File: config.mk
export PLATFORM = sky130hd
export DESIGN_NAME = tl_phase_scheduler
export DESIGN_NICKNAME = d
export VERILOG_FILES = /design/src/rtl/tl_phase_scheduler.sv
export SDC_FILE = /design/constraint.sdc
export NUM_CORES = 1
export LEC_CHECK = 0
export CORE_ASPECT_RATIO = 0.5
export CORE_MARGIN = 5
export CORE_UTILIZATION = 35
export DETAILED_ROUTE_END_ITERATION = 7
export PLACE_DENSITY = 0.66
export SLEW_MARGIN = 10
export SYNTH_ARGS = -nofsm -noshare
export SYNTH_HDL_FRONTEND = slang
export SYNTH_SLANG_ARGS = --single-unit
export TNS_END_PERCENT = 20
File: constraint.sdc
create_clock -name CLK -period 2.5 [get_ports CLK]
set_input_delay 0.625 -clock CLK [delete_from_list [all_inputs] [get_ports CLK]]
set_output_delay 0.625 -clock CLK [all_outputs]
set_load 0.005 [all_outputs]
File: src/rtl/tl_phase_scheduler.sv
// Six-phase scheduler for the main/country intersection: latches car and
// pedestrian requests, honours main-road priority and emergency preempt.
module tl_phase_scheduler #(
   parameter int MIN_MG = 25,
   parameter int MAX_CG = 21,
   parameter int YEL    = 4,
   parameter int ALLRED = 1,
   parameter int WALK_T = 10
) (
   input  logic       CLK,
   input  logic       RET,
   input  logic       TICK,
   input  logic       C,
   input  logic       PB,
   input  logic       EMG,
   output logic       MG,
   output logic       MY,
   output logic       MR,
   output logic       CG,
   output logic       CY,
   output logic       CR,
   output logic       WALK,
   output logic [4:0] T,
   output logic [2:0] PHASE
);

   typedef enum logic [2:0] {
      P_MG  = 3'd0,
      P_MY  = 3'd1,
      P_AR1 = 3'd2,
      P_CG  = 3'd3,
      P_CY  = 3'd4,
      P_AR2 = 3'd5
   } phase_e;

   localparam logic [4:0] MIN_MG_L    = 5'(MIN_MG);
   localparam logic [4:0] MAX_CG_L    = 5'(MAX_CG);
   localparam logic [4:0] YEL_L       = 5'(YEL);
   localparam logic [4:0] ALLRED_L    = 5'(ALLRED);
   localparam logic [4:0] WALK_LEFT_L = 5'(MAX_CG - WALK_T);

   phase_e     phase_r;
   phase_e     nxt_phase_s;
   logic [4:0] t_r;
   logic [4:0] t_dec_s;
   logic [4:0] nxt_t_s;
   logic       walk_r;
   logic       walk_keep_s;
   logic       nxt_walk_s;
   logic       c_req_r;
   logic       p_req_r;
   logic       nxt_c_req_s;
   logic       nxt_p_req_s;
   logic       clr_req_s;
   logic       expire_s;
   logic [5:0] lamp_r;

   // Lamp pattern {MG,MY,MR,CG,CY,CR} for a phase; unknown codes show the reset pattern
   function automatic logic [5:0] lamps_f(input phase_e ph);
      logic [5:0] l;
      case (ph)
         P_MG:         l = 6'b100_001;
         P_MY:         l = 6'b010_001;
         P_AR1, P_AR2: l = 6'b001_001;
         P_CG:         l = 6'b001_100;
         P_CY:         l = 6'b001_010;
         default:      l = 6'b100_001;
      endcase
      return l;
   endfunction

   // Next phase, countdown, walk and request latches
   always_comb begin
      t_dec_s     = (t_r != 5'd0) ? (t_r - 5'd1) : 5'd0;
      expire_s    = TICK && (t_r == 5'd0);
      // walk window closes on the tick that brings the countdown to MAX_CG-WALK_T
      walk_keep_s = walk_r && !(TICK && (t_r != 5'd0) && (t_dec_s == WALK_LEFT_L));
      nxt_phase_s = phase_r;
      nxt_t_s     = TICK ? t_dec_s : t_r;
      nxt_walk_s  = 1'b0;
      clr_req_s   = 1'b0;
      case (phase_r)
         P_MG: begin
            if (expire_s && (c_req_r || p_req_r) && !EMG) begin
               nxt_phase_s = P_MY;
               nxt_t_s     = YEL_L;
            end else begin
               nxt_phase_s = P_MG;
            end
         end
         P_MY: begin
            if (expire_s) begin
               nxt_phase_s = P_AR1;
               nxt_t_s     = ALLRED_L;
            end else begin
               nxt_phase_s = P_MY;
            end
         end
         P_AR1: begin
            if (EMG) begin
               nxt_phase_s = P_AR2;
               nxt_t_s     = ALLRED_L;
            end else if (expire_s) begin
               nxt_phase_s = P_CG;
               nxt_t_s     = MAX_CG_L;
               nxt_walk_s  = p_req_r;
               clr_req_s   = 1'b1;
            end else begin
               nxt_phase_s = P_AR1;
            end
         end
         P_CG: begin
            if (EMG || (TICK && ((t_r == 5'd0) || (!C && !walk_keep_s)))) begin
               nxt_phase_s = P_CY;
               nxt_t_s     = YEL_L;
            end else begin
               nxt_phase_s = P_CG;
               nxt_walk_s  = walk_keep_s;
            end
         end
         P_CY: begin
            if (expire_s) begin
               nxt_phase_s = P_AR2;
               nxt_t_s     = ALLRED_L;
            end else begin
               nxt_phase_s = P_CY;
            end
         end
         P_AR2: begin
            if (expire_s) begin
               nxt_phase_s = P_MG;
               nxt_t_s     = MIN_MG_L;
            end else begin
               nxt_phase_s = P_AR2;
            end
         end
         default: begin
            nxt_phase_s = P_MG;
            nxt_t_s     = MIN_MG_L;
            clr_req_s   = 1'b1;
         end
      endcase
      if (clr_req_s) begin
         nxt_c_req_s = 1'b0;
         nxt_p_req_s = 1'b0;
      end else if (phase_r != P_CG) begin
         nxt_c_req_s = c_req_r | C;
         nxt_p_req_s = p_req_r | PB;
      end else begin
         nxt_c_req_s = c_req_r;
         nxt_p_req_s = p_req_r;
      end
   end

   // State and output registers with synchronous reset
   always_ff @(posedge CLK) begin
      if (RET) begin
         phase_r <= P_MG;
         t_r     <= MIN_MG_L;
         walk_r  <= 1'b0;
         c_req_r <= 1'b0;
         p_req_r <= 1'b0;
         lamp_r  <= 6'b100_001;
      end else begin
         phase_r <= nxt_phase_s;
         t_r     <= nxt_t_s;
         walk_r  <= nxt_walk_s;
         c_req_r <= nxt_c_req_s;
         p_req_r <= nxt_p_req_s;
         lamp_r  <= lamps_f(nxt_phase_s);
      end
   end

   assign {MG, MY, MR, CG, CY, CR} = lamp_r;
   assign WALK  = walk_r;
   assign T     = t_r;
   assign PHASE = phase_r;

endmodule

Word level (Yosys, flattened, before mapping) --
Index checks and enable logic that the tools add are counted.
Storage, ports and cells: logic and storage cells 68, output and inout bits 15, flip-flop bits (word level) 17
Operators by class: reduce and logical (&&, ||, !) cells 22, mux-type cells 25, bitwise gates (word level) 2, add/sub/neg operators 1, equality and inequality tests 12
Operators with widths (number):
- $mux 5 | 8
- $pmux 5 s5 | 1
- $pmux 6 s4 | 1
- $pmux 3 s6 | 1
- $eq 3x2->1 const B | 4
- $eq 3x3->1 const B | 4
- $mux 3 | 3
- $logic_and 1x1->1 | 8
- $mux 1 | 8
- $eq 3x1->1 const B | 2
- $reduce_or 2->1 | 3
- $eq 5x4->1 const B | 1
- $logic_not 5->1 | 1
- $reduce_bool 5->1 | 1
- $reduce_or 5->1 | 1
- $sub 5x1->5 const B | 1
- $logic_not 1->1 | 4
- $pmux 1 s2 | 2
- $logic_not 3->1 | 1
- $logic_or 1x1->1 | 3
- $ne 3x2->1 const B | 1
- $mux 2 | 1
- $or 1x1->1 | 2

Depth between registers and ports, before layout --
depth in word-level cells 16, mapped depth 8, mapped depth without buffers 8

Worst setup path before layout --
No wires, ideal clock.
kind flip-flop to flip-flop, from reg t_r[0] (netlist: T[0]), to reg t_r[0] (netlist: T[0]), period minus slack after synthesis 1.992 ns, slack 0.508 ns, data arrival time 1.867 ns, stages on the path, launching flop included 9, path buffers 0, data required time 2.376 ns, cells stage by stage dfxtp_1 inv_1 ha_1 xnor2_1 nand4_1 a211o_1 o211ai_2 a21oi_1 a2111o_1
On the way: longest elaborated chain between the ends 13, elaborated cells on any way between the ends 25, those cells by class add/sub (1); eq/ne (1); mux (9); reduce/logical (14)
Ends and longest elaborated chain:
- start, declared | RTL line 44 | logic [4:0] t_r;
- start signal, assigned | RTL line 166 | t_r <= nxt_t_s;
- $sub 5x1->5 or $reduce_bool 5->1 (tied branches) | RTL line 74, 77
- $mux 5 | RTL line 74 | t_dec_s = (t_r != 5'd0) ? (t_r - 5'd1) : 5'd0;
- $eq 5x4->1 | RTL line 77 | walk_keep_s = walk_r && !(TICK && (t_r != 5'd0) && (t_dec_s == WALK_LEFT_L));
- $logic_and 1x1->1 | RTL line 77
- $logic_not 1->1 | RTL line 77
- $logic_and 1x1->1 | RTL line 77
- $logic_not 1->1 | RTL line 113 | if (EMG || (TICK && ((t_r == 5'd0) || (!C && !walk_keep_s)))) begin
- $logic_and 1x1->1 | RTL line 113
- $logic_or 1x1->1 | RTL line 113
- $logic_and 1x1->1 | RTL line 113
- $logic_or 1x1->1 | RTL line 113
- $mux 5 | RTL line 113
- $pmux 5 s5 (*) | RTL line 82 | case (phase_r)
Mark *: on every way between the ends. The rest lies on a longest branch, timed or not. A chain may end at the register's enable or synchronous reset.

Worst setup path in the final report --
Ends and elaborated chain as after synthesis.

==> flow_summary.ini <==
[run_status]
status = complete, no violations

[floorplan]
rows = 14
initial_core_util = 0.365
dieWidth_um = 89.2
core_region_area_mm2 = 0.00301
die_h_um = 49.6
ios = 21
die_area_mm2 = 0.00443

[global_routing]
grt_use_total = 0.149
grt_first_pass_wirelength_um = 5170
grt_max_degree = 18
antenna_found_initial = 0
grt_pass1_vias = 1002
grt-ovfl-total = 0

[power_and_ir_drop]
p_leak_nw = 0.542
power_density_mw_per_mm2 = 443
total_power_uw = 632
ir_worst_vdd_uv = 196

[critical_path]
worst_setup_path_end_kind = flop
cp_slowest_stage_delay_ns = 0.44
path_class = flop to flop
path_cells = inv_1 > ha_1 > xnor2_1 > nand4_1 > a211o_1 > o211ai_2 > a21oi_1 > a2111o_1
cp-start-kind = flop
required_ns = 2.66
crit_fanout = 7
cp.arrival_ns = 2.43
slowest_stage = dfxtp_1

[finish]
postLayoutCoreUtil = 0.474
insertedDiodeCount = 0
drive_gt1_frac = 0.157
area_delta_synth_final_pct = 30.0
final_nets = 167

[synth]
synth.avg_cell_area_um2 = 8.26
synthArstFlopShare = 0
ys_seq_area_frac = 0.310
ys.warnings.count = 0
synth.distinct_cells = 48
synth_edf_count = 0
synth-seq-cells = 17
syn-cell-area_mm2 = 0.00110
synthFlopType = dfxtp_1
synth_cells = 133
synth_nets = 140

[clock_tree]
cts_resized = 0
holdBufCountCts = 0
cts_tree = yes
cts_sinks = 17
clkLatencyLatePin_ns = 0.27
numCtsBuffers = 3
post_cts_buffers = 0
root_buffer = clkbuf_8
cts-htree-levels = 1
clk_path_buf_depth = 2
path_clk_slew_ns = 0.08

[timing]
setup-tns-final_ns = 0
max_freq_mhz = 441
worst_pin_slew_ns = 0.353
finalCritPeriodShare = 0.908
hold_viol_final = 0
max_slew_margin = 0.764
fin_crit_ns = 2.27
finalMaxSlewViolations = 0
rsz0062_at_grt = no
finalClockSkew_ns = 0.00953
setup_viol = 0

[route]
via_count = 1084
drtAntennaViolNets = 0
wire_per_inst_um = 15.6
wirelength_um = 3100
drtPass1Iterations = 4
drc = 0
viasPerCell = 5.45
initialDrtViolationCount = 125

[place]
io_buffers = 20
gp_congestion = 0.879
dp_hpwl_um = 2350

[worst_hold_path]
min_path_type = flop to flop

[job]
cap_violations = 0
==> worst paths after layout <==
kind                            startpoint  endpoint  slack (ns)  depth (start not counted)
worst max-delay path                  T[0]      T[0]        0.23                          8
worst max register to register        T[0]      T[0]        0.23                          8
worst min register to register     c_req_r   c_req_r        0.53                          2
worst min-delay path               c_req_r   c_req_r        0.53                          2
==> critical path, delay by kind of cell (launching register included) <==
family	cells	cell delay, ns
xor gates and xnor gates	1	0.16
buffers and inverters	1	0.09
AOI/OAI and AO/OA	4	1.00
DFF	1	0.44
adders and majority gates	1	0.29
and+or+nand+nor	1	0.19
==> sequential cells by signal, indices dropped and copies added, names as in the netlist <==
name,cells
c_req_r,1
WALK,1
lamp_r,6
PHASE,3
T,5
p_req_r,1
==> Yosys cell counts (2+ instances only) <==
library cell	count	area share
a21oi_1	13	0.059
a221oi_1	2	0.016
and2_1	3	0.017
and3_1	3	0.017
buf_2	4	0.018
clkbuf_1	3	0.010
dfxtp_1	17	0.31
inv_1	4	0.014
mux2i_1	2	0.018
nand2_1	9	0.031
nand2b_1	5	0.028
nand3_1	3	0.014
nand3b_1	2	0.014
nor2_1	11	0.038
nor2b_1	3	0.017
nor3_1	6	0.027
o211ai_1	2	0.014
o21ai_0	6	0.027
o21bai_1	3	0.020
o31ai_1	3	0.020
xnor2_1	2	0.016
==> per-stage QoR <==
| stage | hold WS, ns | std cells | cell area, um2 | setup slack, ns |
|---|---|---|---|---|
| finish | 0.526 | 199 | 1430 | 0.230 |
| detailed placement | 0.510 | 195 | 1380 | 0.0242 |
| global route | 0.590 | 199 | 1430 | 0.114 |
| CTS | 0.530 | 199 | 1430 | 0.230 |
| global placement | 0.493 | 195 | 1380 | 0.0506 |
| floorplan | 0.462 | 133 | 1100 | 0.508 |
==> cells in the final DEF, fill, tap and decap left out, types with 2 or more instances in the layout <==
master	count
o211ai_1	2
and3_1	3
xnor2_1	2
nor3_1	6
o21bai_1	3
o21ai_0	6
nand3_1	3
a21oi_1	13
nand3b_1	2
buf_4	11
clkbuf_8	3
and2_1	3
nor2b_1	3
nand2_1	9
nand2b_1	5
clkdlybuf4s50_1	20
nor2_1	11
dfxtp_1	17
a221oi_1	2
o31ai_1	3
inv_1	4
mux2i_1	2
==> where the power goes <==
part	switching (mW)	total (mW)	leakage (nW)	internal, mW
combinational	0.0538	0.110	0.378	0.0560
sequential	0.0205	0.302	0.139	0.282
clock	0.109	0.220	0.0255	0.111
total	0.183	0.632	0.542	0.449
==> kinds of logic (layout without fill, tap and decap cells) <==
group	after synthesis	count (layout)	share of synthesized area
fa+ha+maj	1	1	0.0114
compound gates	44	44	0.305
flops	17	17	0.310
buf+inv	13	39	0.0592
mux	2	2	0.0182
simple gates	54	54	0.280
xor+xnor	2	2	0.0159
==> area by class of cell <==
cell class                      count  area [um2]
Sequential cell                    17         340
Inverter                            4        15.0
Clock inverter                      1        5.00
Timing Repair Buffer               31         283
Tap cell                           40        50.0
Multi-Input combinational cell    103         693
Fill cell                         300        1590
Clock buffer                        3        41.3
==> metal layers <==
layer  routed length, um  vias to the layer above  GRT usage  share of wire
met5                   0                        -          0              0
met4                  23                        0     0.0446         0.0074
met3                 250                        4     0.0466          0.081
met2                1270                       34      0.194           0.41
met1                1560                      504      0.225           0.50
li1                    -                      542          -              -
Note: power is estimated with default switching activity, not from simulation.
